<file path="config.mk">
export PLATFORM = sky130hd
export DESIGN_NAME = hazard_ctrl
export DESIGN_NICKNAME = d
export VERILOG_FILES = /design/src/rtl/hazard_pkg.sv /design/src/rtl/hazard_match.sv /design/src/rtl/hazard_ctrl.sv
export SDC_FILE = /design/constraint.sdc
export NUM_CORES = 1
export LEC_CHECK = 0
export BUFFER_PORTS_ARGS = -buffer_cell sky130_fd_sc_hd__buf_4
export CORE_AREA = 8 8 45 47
export DETAILED_ROUTE_END_ITERATION = 10
export DIE_AREA = 0 0 53 55
export PLACE_DENSITY_LB_ADDON = 0.25
export SKIP_LAST_GASP = 1
export SYNTH_ARGS = -nofsm -noshare
export SYNTH_HDL_FRONTEND = slang
export SYNTH_SLANG_ARGS = --single-unit
</file>
<file path="constraint.sdc">
create_clock -name clk_i -period 1.3 [get_ports clk_i]
set_clock_uncertainty 0.1 [all_clocks]
set_input_delay 0.13 -clock clk_i [delete_from_list [all_inputs] [get_ports clk_i]]
set_output_delay 0.13 -clock clk_i [all_outputs]
set_load 0.05 [all_outputs]
</file>
<file path="src/rtl/hazard_pkg.sv">
// Shared types and constants for the load-use / control hazard unit.
package hazard_pkg;

   typedef enum logic {
      IDLE     = 1'b0,
      LU_STALL = 1'b1
   } hazState_t;

   localparam int unsigned LOAD_STALL_MIN = 1;
   localparam int unsigned LOAD_STALL_MAX = 7;

   // Width needed to hold 0..loadStall in the bubble down-counter.
   function automatic int unsigned cntWidth(input int unsigned loadStall);
      return (loadStall < 1) ? 1 : $clog2(loadStall + 1);
   endfunction

endpackage

</file>
<file path="src/rtl/hazard_match.sv">
// Combinational load-use match: a load in EX writes a register the ID
// instruction actually reads. Register 0 never matches.
module hazard_match
   import hazard_pkg::*;
#(
   parameter int unsigned REG_AW = 5
) (
   input  logic              memRead,
   input  logic [REG_AW-1:0] exRt,
   input  logic [REG_AW-1:0] idRs,
   input  logic [REG_AW-1:0] idRt,
   input  logic              rsUsed,
   input  logic              rtUsed,
   output logic              hit
);

   logic rsHit;
   logic rtHit;

   always_comb begin
      rsHit = rsUsed && (idRs == exRt);
      rtHit = rtUsed && (idRt == exRt);
      hit   = memRead && (exRt != '0) && (rsHit || rtHit);
   end

endmodule

</file>
<file path="src/rtl/hazard_ctrl.sv">
// Load-use stall, memory-busy freeze and branch flush arbitration.
// Optional performance counters are enabled by defining HAZARD_PERF_EN.
module hazard_ctrl
   import hazard_pkg::*;
#(
   parameter int unsigned REG_AW     = 5,
   parameter int unsigned LOAD_STALL = 1,
   parameter int unsigned PERF_W     = 32
) (
   input  logic              clk_i,
   input  logic              rst_i,
   input  logic              id_ex_memread_i,
   input  logic [REG_AW-1:0] id_ex_rt_i,
   input  logic [REG_AW-1:0] if_id_rs_i,
   input  logic [REG_AW-1:0] if_id_rt_i,
   input  logic              if_id_rs_used_i,
   input  logic              if_id_rt_used_i,
   input  logic              mem_busy_i,
   input  logic              branch_taken_i,
   output logic              pc_write_o,
   output logic              if_id_write_o,
   output logic              id_ex_bubble_o,
   output logic              if_id_flush_o,
   output logic              freeze_o,
   output logic              stall_o
`ifdef HAZARD_PERF_EN
   ,
   output logic [PERF_W-1:0] stall_cycles_o,
   output logic [PERF_W-1:0] flush_count_o
`endif
);

   localparam int unsigned CNT_W = cntWidth(LOAD_STALL);

   if (LOAD_STALL < LOAD_STALL_MIN || LOAD_STALL > LOAD_STALL_MAX) begin : gBadLoadStall
      $error("hazard_ctrl: LOAD_STALL out of range 1..7");
   end
   if (PERF_W < 1) begin : gBadPerfW
      $error("hazard_ctrl: PERF_W must be at least 1");
   end

   hazState_t        state;
   hazState_t        nextState;
   logic [CNT_W-1:0] cnt;
   logic [CNT_W-1:0] nextCnt;
   logic             hit;
   logic             freeze;

   hazard_match #(
      .REG_AW(REG_AW)
   ) uMatch (
      .memRead(id_ex_memread_i),
      .exRt   (id_ex_rt_i),
      .idRs   (if_id_rs_i),
      .idRt   (if_id_rt_i),
      .rsUsed (if_id_rs_used_i),
      .rtUsed (if_id_rt_used_i),
      .hit    (hit)
   );

   assign freeze = mem_busy_i;

   always_ff @(posedge clk_i or negedge rst_i) begin
      if (!rst_i) begin
         state <= IDLE;
         cnt   <= '0;
      end else begin
         state <= nextState;
         cnt   <= nextCnt;
      end
   end

   always_comb begin
      nextState      = state;
      nextCnt        = cnt;
      pc_write_o     = 1'b1;
      if_id_write_o  = 1'b1;
      id_ex_bubble_o = 1'b0;
      freeze_o       = 1'b0;
      stall_o        = 1'b0;

      if (freeze) begin
         // Everything holds; only the status reflects an in-flight stall.
         freeze_o      = 1'b1;
         pc_write_o    = 1'b0;
         if_id_write_o = 1'b0;
         stall_o       = (state == LU_STALL);
      end else begin
         case (state)
            IDLE: begin
               if (hit) begin
                  stall_o        = 1'b1;
                  pc_write_o     = 1'b0;
                  if_id_write_o  = 1'b0;
                  id_ex_bubble_o = 1'b1;
                  if (LOAD_STALL > 1) begin
                     nextState = LU_STALL;
                     nextCnt   = CNT_W'(LOAD_STALL - 1);
                  end
               end
            end
            LU_STALL: begin
               stall_o        = 1'b1;
               pc_write_o     = 1'b0;
               if_id_write_o  = 1'b0;
               id_ex_bubble_o = 1'b1;
               if (cnt == CNT_W'(1)) begin
                  nextState = IDLE;
                  nextCnt   = '0;
               end else begin
                  nextCnt = cnt - CNT_W'(1);
               end
            end
            default: begin
               nextState = IDLE;
               nextCnt   = '0;
            end
         endcase
      end
   end

   assign if_id_flush_o = branch_taken_i && !freeze && !stall_o;

`ifdef HAZARD_PERF_EN
   logic [PERF_W-1:0] stallCycles;
   logic [PERF_W-1:0] flushCount;

   always_ff @(posedge clk_i or negedge rst_i) begin
      if (!rst_i) begin
         stallCycles <= '0;
         flushCount  <= '0;
      end else begin
         if (stall_o && !freeze && (stallCycles != '1)) begin
            stallCycles <= stallCycles + PERF_W'(1);
         end
         if (if_id_flush_o && (flushCount != '1)) begin
            flushCount <= flushCount + PERF_W'(1);
         end
      end
   end

   assign stall_cycles_o = stallCycles;
   assign flush_count_o  = flushCount;
`endif

endmodule

</file>
==> impl_metrics.toml <==
[setup_path]
worst-setup-path-type = "in -> out"
r2r-end = "cnt"
cp-startpoint = "id_ex_rt_i[3]"
cp_max_fo = 3
worst_setup_path_end_kind = "output port"
regToRegSetupSlack_ns = 0.43
cp_data_arrival_time_ns = 1.31
r2r-start = "state"
cp-start-kind = "input port"
crit_required_ns = 1.07
r2r_cells = 2

[cells_and_area]
drive_above_1_share = 0.721
fin_nets = 92
area_growth_pct = 170
n_fill_cell = 137
n_antenna_cell = 0
layout.cells.non_filler = 84

[timing]
final_hold_viol_count = 0
setup_ws_ns = -0.245
relSlewSlack = 0.880
finalSetupViolCount = 5
slew_violations = 0
worst_hold_slack_ns = 0.121
worst_pin_slew_ns = 0.178
rsz0062_at_grt = "true"
period_minus_slack_ns = 1.54
fmax_ghz = 0.647
finalCritPeriodShare = 1.19

[global_route]
grt_pass1_vias = 429
met1_usage = 0.0731
grt.busiest_layer = "met2"
grt_max_degree = 5
track_usage = 0.0847
grt_pass1_wl_mm = 1.79
grt_overflow = 0
grt_use_met3 = 0.0481
grt_use_met2 = 0.145
antenna_found_initial = 0

[logic_synthesis]
synth-seq-cells = 2
netlist_area_um2 = 263
yosys_warnings = 0
yosysSeqAreaShare = 0.190
avgSynthCellArea_um2 = 7.96
syn_inst = 33
ys_types = 16
syn_nets = 55

[route]
vias = 368
route.detailed.drc = 0
antenna_left = 0
drtIter0Drc = 0
post_drt_via_cell_ratio = 4.38
wl_mm = 1.20
wl_per_cell_um = 14.3
dr.pass1.iters = 1

[run_status]
violations = "setup timing"
status = "finished with violations"

[floorplan]
fp-row-count = 14
start_util = 0.190
dieArea_um2 = 2920
io_pins = 28
die_x_um = 53
die_h_um = 55
core-area_um2 = 1380

[placed_design]
dp_cells = 80
place_congestion = 0.777
port_buffers = 27
dp_hpwl_um = 913

[clocking]
cts_htree_levels = 1
clock_latency_ns = 0.22
cts_max_path_buffers = 2
clockRootBuffer = "clkbuf_4"
cts.sink_count = 2
path_clk_slew_ns = 0.03
cts_tree = "built"
cts_buffers = 3

[run]
drv_cap = 0

[power_and_ir_drop]
leakage_nw = 0.329
ir_drop_v = 0.000353
power_density_nw_per_um2 = 592

[hold_path]
hp-class = "in -> async"
cells in the mapped netlist:
| library cell | number | area share |
|---|---|---|
| nand2_1 | 5 | 0.071 |
| o21a_1 | 1 | 0.029 |
| nand4_1 | 2 | 0.048 |
| or4_1 | 1 | 0.029 |
| inv_1 | 1 | 0.014 |
| a21boi_0 | 1 | 0.029 |
| dfrtp_1 | 2 | 0.19 |
| xnor2_1 | 11 | 0.37 |
| o21ai_1 | 1 | 0.019 |
| nor2_1 | 1 | 0.014 |
| buf_4 | 2 | 0.057 |
| o21bai_1 | 1 | 0.029 |
| a21oi_1 | 1 | 0.019 |
| a21boi_1 | 1 | 0.029 |
| o22a_1 | 1 | 0.033 |
| o22ai_1 | 1 | 0.024 |
flip-flops by register name (all words and copies together) (netlist names):
signal	cells
cnt	1
state	1
critical path, cell delays in order:
cell and delay, ns:
buf_6 0.09, or4_4 0.52, o21a_4 0.23, a21boi_4 0.16
buf_6 0.18
worst max path at each step:
stage	slack (ns)	depth (start not counted)	to
floorplan	-0.39	4	pc_write_o
global placement	-0.37	6	stall_o
detailed placement	-0.36	6	stall_o
CTS	-0.26	7	id_ex_bubble_o
global route	-0.27	5	if_id_write_o
finish	-0.24	5	if_id_write_o
power by group:
| group | internal [mW] | switching [mW] | total [mW] |
|---|---|---|---|
| sequential | 0.0627 | 0 | 0.0627 |
| combinational | 0.124 | 0.0958 | 0.220 |
| clock | 0.102 | 0.0364 | 0.138 |
| total | 0.289 | 0.132 | 0.421 |
repair_timing:
item | 4_1_cts | 5_1_grt
pin swaps | 4 | 10
resized for setup | 12 | 13
endpoints found under the setup margin | 5 | 5
hold endpoints to repair | 2 | 0
hold buffers | 1 | 0
setup buffers | 0 | 0
cell type report:
| class | count | area, um^2 | area share |
|---|---|---|---|
| clock buffers | 3 | 22.5 | 0.0317 |
| inverters | 1 | 3.75 | 0.00528 |
| multi-input cells | 28 | 312 | 0.438 |
| flip-flops and latches | 2 | 50.0 | 0.0704 |
| well taps | 16 | 20.0 | 0.0282 |
| repair buffers | 34 | 303 | 0.426 |
layer usage:
layer / share of wire / routed length, um
met5: 0 / 0
met3: 0.15 / 184
met4: 0 / 0
met1: 0.36 / 435
met2: 0.48 / 579
per-stage QoR:
stage / TNS, ns / setup WS [ns] / instance area, um^2 / utilization / power (mW)
6_report: -1.12 / -0.245 / 711 / 0.514 / 0.421
5_1_grt: -1.26 / -0.266 / 711 / 0.514 / 0.447
4_1_cts: -1.19 / -0.261 / 628 / 0.454 / 0.401
3_5_place_dp: -1.59 / -0.364 / 553 / 0.400 / 0.235
3_3_place_gp: -1.64 / -0.373 / 553 / 0.400 / 0.234
2_1_floorplan: -1.10 / -0.394 / 304 / - / 0.151
cells in the final DEF (no fill, tap or decap):
cell type      instances
or4_4                  1
o21a_4                 1
o22ai_1                1
xnor2_1                6
buf_4                 23
o21bai_4               1
clkbuf_4               3
nor2_1                 1
o21ai_4                1
dlygate4sd3_1          1
o22a_2                 1
nand2_4                1
xnor2_2                3
dfrtp_1                2
xnor2_4                2
a21boi_0               1
nand2_1                4
buf_6                  8
inv_1                  1
buf_8                  2
nand4_1                2
a21boi_4               1
a21oi_2                1
kinds of logic after synthesis:
logic type,count (synthesis),share of synthesized area
DFF,2,0.190
AOI/OAI and AO/OA,8,0.210
buffers and inverters,3,0.0714
and+or+nand+nor,9,0.162
xor gates and xnor gates,11,0.367
Note: power is estimated with default switching activity, not from simulation.
